`config.mk`:
```
export PLATFORM = sky130hd
export DESIGN_NAME = mymem_arbiter
export DESIGN_NICKNAME = d
export VERILOG_FILES = /design/src/rtl/mymem_arb_pkg.sv /design/src/rtl/mymem_arbiter_rr_arbiter.sv /design/src/rtl/mymem_arbiter.sv
export SDC_FILE = /design/constraint.sdc
export NUM_CORES = 1
export LEC_CHECK = 0
export ABC_AREA = 0
export CAP_MARGIN = 20
export CELL_PAD_IN_SITES_DETAIL_PLACEMENT = 0
export CELL_PAD_IN_SITES_GLOBAL_PLACEMENT = 1
export CORE_MARGIN = 2
export CORE_UTILIZATION = 27
export CTS_CLUSTER_SIZE = 28
export DETAILED_ROUTE_END_ITERATION = 10
export GPL_TIMING_DRIVEN = 0
export MAX_ROUTING_LAYER = met4
export PLACE_DENSITY = 0.81
export SLEW_MARGIN = 20
export SYNTH_ARGS = -nofsm -noshare
export SYNTH_HDL_FRONTEND = slang
export SYNTH_SLANG_ARGS = --single-unit
```
`constraint.sdc`:
```
create_clock -name clock -period 2.1 [get_ports clock]
set_input_delay 0.42 -clock clock [delete_from_list [all_inputs] [get_ports clock]]
set_output_delay 0.42 -clock clock [all_outputs]
set_load 0.05 [all_outputs]
```
`src/rtl/mymem_arb_pkg.sv`:
```
// Shared defaults and helpers for the mymem arbiter slice.
//   NREQ_DEF / AW_DEF / DW_DEF : default requester count, address width, data width
//   id_width()                 : requester index width (at least one bit)
package mymem_arb_pkg;

    localparam int unsigned NREQ_DEF = 2;
    localparam int unsigned AW_DEF   = 10;
    localparam int unsigned DW_DEF   = 64;

    function automatic int unsigned id_width(input int unsigned n);
        return (n > 1) ? $clog2(n) : 1;
    endfunction

endpackage

```
`src/rtl/mymem_arbiter_rr_arbiter.sv`:
```
// Round-robin arbiter: picks the first set request at or above rr_ptr (wrapping).
//   clock, reset : rising-edge clock, synchronous active-low reset
//   req          : request vector
//   advance      : a grant was taken this cycle; move rr_ptr past the winner
//   grant_c      : one-hot grant (combinational)
//   grant_idx_c  : index of the granted requester (combinational)
module rr_arbiter
    import mymem_arb_pkg::*;
#(
    parameter  int unsigned NREQ = NREQ_DEF,
    localparam int unsigned IDW  = id_width(NREQ)
) (
    input  logic            clock,
    input  logic            reset,
    input  logic [NREQ-1:0] req,
    input  logic            advance,
    output logic [NREQ-1:0] grant_c,
    output logic [IDW-1:0]  grant_idx_c
);

    logic [IDW-1:0] rr_ptr_q;
    logic [IDW-1:0] rr_ptr_d;
    int unsigned    idx;
    logic           found;

    // Rotating priority search starting at rr_ptr
    always_comb begin
        grant_c     = '0;
        grant_idx_c = '0;
        found       = 1'b0;
        idx         = 0;
        for (int unsigned k = 0; k < NREQ; k++) begin
            idx = (32'(rr_ptr_q) + k) % NREQ;
            if (!found && req[IDW'(idx)]) begin
                found                = 1'b1;
                grant_c[IDW'(idx)]   = 1'b1;
                grant_idx_c          = IDW'(idx);
            end
        end
    end

    // Pointer moves to the requester after the winner, modulo NREQ
    always_comb begin
        rr_ptr_d = rr_ptr_q;
        if (advance) begin
            rr_ptr_d = (grant_idx_c == IDW'(NREQ - 1)) ? '0 : grant_idx_c + IDW'(1);
        end
    end

    always_ff @(posedge clock) begin
        if (!reset) begin
            rr_ptr_q <= '0;
        end else begin
            rr_ptr_q <= rr_ptr_d;
        end
    end

endmodule

```
`src/rtl/mymem_arbiter.sv`:
```
// Shares one single-port synchronous memory (1-cycle read latency) between NREQ requesters.
// Every request, read or write, gets one response word returned through a 1-entry slot.
//   clock, reset            : rising-edge clock, synchronous active-low reset
//   req_valid/ready/wren    : per-requester request handshake (req_ready is one-hot or zero)
//   req_addr, req_wrdata    : packed per-requester fields, requester i at [i*W +: W]
//   resp_valid/ready/data   : per-requester response slot (write returns pre-write contents)
//   mem_*                   : direct drive of / return from the memory port
//   idle                    : nothing in flight and all response slots empty
module mymem_arbiter
    import mymem_arb_pkg::*;
#(
    parameter  int unsigned NREQ = NREQ_DEF,
    parameter  int unsigned AW   = AW_DEF,
    parameter  int unsigned DW   = DW_DEF,
    localparam int unsigned IDW  = id_width(NREQ)
) (
    input  logic               clock,
    input  logic               reset,
    input  logic [NREQ-1:0]    req_valid,
    output logic [NREQ-1:0]    req_ready,
    input  logic [NREQ-1:0]    req_wren,
    input  logic [NREQ*AW-1:0] req_addr,
    input  logic [NREQ*DW-1:0] req_wrdata,
    output logic [NREQ-1:0]    resp_valid,
    input  logic [NREQ-1:0]    resp_ready,
    output logic [NREQ*DW-1:0] resp_data,
    output logic               mem_rqvalid,
    output logic               mem_wren,
    output logic [AW-1:0]      mem_addr,
    output logic [DW-1:0]      mem_wrdata,
    input  logic               mem_rdvalid,
    input  logic [DW-1:0]      mem_rddata,
    output logic               idle
);

    logic [NREQ-1:0]    elig;
    logic [NREQ-1:0]    grant;
    logic [IDW-1:0]     grant_idx;
    logic               grant_any;
    logic [NREQ-1:0]    inflight_oh;

    logic               inflight_vld_q, inflight_vld_d;
    logic [IDW-1:0]     inflight_id_q,  inflight_id_d;
    logic [NREQ-1:0]    resp_valid_q,   resp_valid_d;
    logic [NREQ*DW-1:0] resp_data_q,    resp_data_d;
    logic [AW-1:0]      addr_hold_q,    addr_hold_d;
    logic [DW-1:0]      wrdata_hold_q,  wrdata_hold_d;

    // A requester with a response pending (in flight or parked in its slot) may not issue again
    always_comb begin
        inflight_oh = '0;
        if (inflight_vld_q) begin
            inflight_oh[inflight_id_q] = 1'b1;
        end
    end

    // Reset gates eligibility so nothing reaches the memory while reset is low
    assign elig = req_valid & ~resp_valid_q & ~inflight_oh & {NREQ{reset}};

    rr_arbiter #(.NREQ(NREQ)) u_rr (
        .clock       (clock),
        .reset       (reset),
        .req         (elig),
        .advance     (grant_any),
        .grant_c     (grant),
        .grant_idx_c (grant_idx)
    );

    assign grant_any = |grant;
    assign req_ready = grant;

    // Memory port mux; address and write data hold their last granted values when idle
    always_comb begin
        addr_hold_d   = addr_hold_q;
        wrdata_hold_d = wrdata_hold_q;
        if (grant_any) begin
            addr_hold_d   = req_addr[32'(grant_idx)*AW +: AW];
            wrdata_hold_d = req_wrdata[32'(grant_idx)*DW +: DW];
        end
        mem_rqvalid = grant_any;
        mem_wren    = grant_any & req_wren[grant_idx];
        mem_addr    = addr_hold_d;
        mem_wrdata  = wrdata_hold_d;
    end

    // In-flight tracking and response slots; a returning slot is always empty beforehand
    always_comb begin
        inflight_vld_d = grant_any;
        inflight_id_d  = grant_idx;
        resp_valid_d   = resp_valid_q & ~resp_ready;
        resp_data_d    = resp_data_q;
        if (mem_rdvalid && inflight_vld_q) begin
            resp_valid_d[inflight_id_q]                  = 1'b1;
            resp_data_d[32'(inflight_id_q)*DW +: DW]     = mem_rddata;
        end
    end

    always_ff @(posedge clock) begin
        if (!reset) begin
            inflight_vld_q <= 1'b0;
            inflight_id_q  <= '0;
            resp_valid_q   <= '0;
            resp_data_q    <= '0;
            addr_hold_q    <= '0;
            wrdata_hold_q  <= '0;
        end else begin
            inflight_vld_q <= inflight_vld_d;
            inflight_id_q  <= inflight_id_d;
            resp_valid_q   <= resp_valid_d;
            resp_data_q    <= resp_data_d;
            addr_hold_q    <= addr_hold_d;
            wrdata_hold_q  <= wrdata_hold_d;
        end
    end

    assign resp_valid = resp_valid_q;
    assign resp_data  = resp_data_q;
    assign idle       = ~inflight_vld_q & ~|resp_valid_q;

endmodule
```
==> flow_summary.ini <==
[logic_synthesis]
syn_nets = 1310
syn_inst = 1089
synth_area_per_cell_um2 = 8.49
synth_area_leader_cell = dfxtp_1
synth_area_leaders = dfxtp_1, nor3_1, nand2_1, a21boi_0, nor4b_2
synthFlopType = dfxtp_1
synth_common_cells = nor3_1, nand2_1, dfxtp_1, a21boi_0, clkbuf_1
synthMostInstantiatedCell = nor3_1
yosys_warnings = 0
synth_top_area_share_pct = 44.8
ys_types = 26
ys_ff_latch = 207
synth_edf_count = 0
synth-async-reset-ratio_pct = 0
syn_area_um2 = 9250
yosysSeqAreaShare_pct = 44.8

[layout]
seq_area_um2 = 4160
utilization_pct = 57.4
drive_above_1_share_pct = 36.7
multiInputGateArea_um2 = 7230
layout.nets = 1878
final_area_um2 = 19300
nFillCells = 2761
area_growth_pct = 109

[status]
status = complete, but fails checks
violations = negative setup slack

[grt]
met1_usage_pct = 26.3
track_usage_pct = 23.5
grt_pass1_wl_mm = 63.9
grt_pass1_vias = 11000
busiest_layer = met2
antenna_found_initial = 3
use_met3_pct = 6.02
gr-total-overflow = 0
grt_max_degree = 13
gr-usage-met2_pct = 41.0

[floorplan]
core_um2 = 33600
initial_core_util_pct = 27.5
die_w_um = 189
std_cell_rows = 67
die_h_um = 189
die_area_um2 = 35700
pin_count = 430

[worst_setup_path]
required_ns = 1.68
critical_path_class = flop to output pin
cp_max_fo = 10
rr_worst_depth = 6
cp-start-kind = flop
worstPathArrival_ns = 2.29
r2r_slack_ns = 0.17
cp-end-kind = output pin
r2r_start = inflight_id_q
rr_endpoint = resp_data[86]

[cts]
ctsHoldBuffers = 0
clockBufferDepth = 3
clk_latency_ns = 0.53
clk_pin_slew_ns = 0.06
cts_made_buffers = 24
cts_tree = built
cts_num_sinks = 207
htreeDepth = 1
cts_root_buf = clkbuf_16

[routing]
drc = 0
first_iter_violations = 424
routed_wl_mm = 43.3
postRouteAntennaNets = 0
avgViaCountPerCell = 4.99
wl_per_cell_um = 20.4
drt-pass1-iter-count = 4
route.vias.total = 10600

[sta]
skew_ns = 0.0191
hold_viol = 0
fmax_mhz = 369
maxSlewHeadroom_pct = 42.4
maxSlewViolCount = 0
fin_crit_sh_pct = 129
hold-worst-slack_ns = 0.459
worst_slack_ns = -0.613
layout_min_cycle_time_ns = 2.71
rsz0062_at_grt = yes
finalSetupViolations = 78
setup-tns-final_ns = -40.53
tightest_slew_ns = 0.864

[flow_run]
cap_violations = 0

[place]
port-buffer-count = 428
gp_congestion = 0.851
postPlaceCellArea_um2 = 15500
hpwl_mm = 29.5

[pwr]
p_per_area_nw_per_um2 = 700
ir_drop_mv = 0.556
power_leakage_uw = 0.00789

[min_path]
hold_depth = 2
min-delay-start = resp_data[31]
hp-class = flop to flop
hold_end = resp_data[31]
## worst max-delay path, cell delays in order (launching register included)
cell and delay, ns:
dfxtp_4 0.36, nor2b_4 0.15, or3_4 0.41, buf_4 0.26, nor3_4 0.29, nor3_4 0.08
buf_4 0.21
## worst max-delay path by stage
stage	start	endpoint	cells past startpoint
final	inflight_vld_q	mem_wrdata[33]	6
after global routing	inflight_vld_q	mem_wrdata[14]	6
after CTS	inflight_vld_q	mem_wrdata[44]	8
after detailed placement	req_valid[1]	mem_wrdata[43]	8
after global placement	req_valid[1]	mem_wrdata[43]	8
after floorplan	reset	mem_wren	8
## power breakdown
group          switching [uW]  internal (uW)
combinational            2790           1930
clock                    1750           2760
sequential                114           4170
## routing by layer
layer  part of all wire, %  routed length, um  vias up
met5                     0                  0        -
met4                   3.2               1390        0
met3                   8.9               3840       83
met2                    51              22000      438
met1                    37              16100     5088
li1                      -                  -     4988
## placed cells by master (no fill, tap or decap), types with 2 or more instances in the layout
| master | count |
|---|---|
| buf_12 | 24 |
| nor4b_1 | 34 |
| buf_4 | 113 |
| nor3_4 | 218 |
| buf_8 | 7 |
| dfxtp_1 | 202 |
| nor2_4 | 2 |
| dlymetal6s2s_1 | 48 |
| clkbuf_8 | 11 |
| buf_1 | 2 |
| buf_16 | 8 |
| dlygate4sd2_1 | 84 |
| buf_2 | 2 |
| nand2b_1 | 2 |
| nand2_1 | 258 |
| clkbuf_4 | 3 |
| nor4b_2 | 40 |
| nor3_2 | 45 |
| clkbuf_2 | 6 |
| buf_6 | 78 |
| clkbuf_1 | 44 |
| diode_2 | 2 |
| nor2_1 | 2 |
| nor3_1 | 35 |
| clkbuf_16 | 33 |
| clkdlybuf4s50_1 | 217 |
| nand2_4 | 4 |
| bufinv_16 | 2 |
| a21boi_0 | 130 |
| dfxtp_4 | 4 |
| clkinv_2 | 3 |
## registers in the layout, summed over array words and instances, names as in the netlist
name and flops:
resp_data 128, u_rr.rr_ptr_q 1, resp_valid 2, wrdata_hold_q 64, inflight_vld_q 1, inflight_id_q 1
addr_hold_q 10
## what timing repair did
| action | 4_1_cts | 5_1_grt |
|---|---|---|
| gates resized for setup | 898 | 165 |
| pin swaps | 103 | 64 |
| gates cloned | 8 | 6 |
| setup buffers | 82 | 25 |
| setup endpoints to repair | 181 | 170 |
## kinds of logic (layout without fill, tap and decap cells)
group	count (synthesis)	after routing	share of synthesized area, %
other	0	2	0
flip-flops	207	207	44.8
AO/OA/AOI/OAI	132	132	10.7
AND/OR/NAND/NOR	650	650	39.3
buffers and inverters	100	686	5.17
## area by class of cell
cell class	count	area share [%]
repair buffers	547	28.7
flip-flops and latches	207	21.6
multi-input cells	782	37.5
diodes	2	0.0259
plain buffers	95	4.88
clock buffers	38	4.01
clock inverters	6	0.428
well taps	448	2.90
## per-stage QoR
stage	total power, uW	setup WS, ns	std cells
detailed placement	8270	-1.55	1965
global placement	8250	-1.57	1965
floorplan	6810	-0.153	1089
finish	13500	-0.613	2125
CTS	13300	-0.643	2098
global route	14000	-0.672	2125
Power figures use the tool's default switching activity.
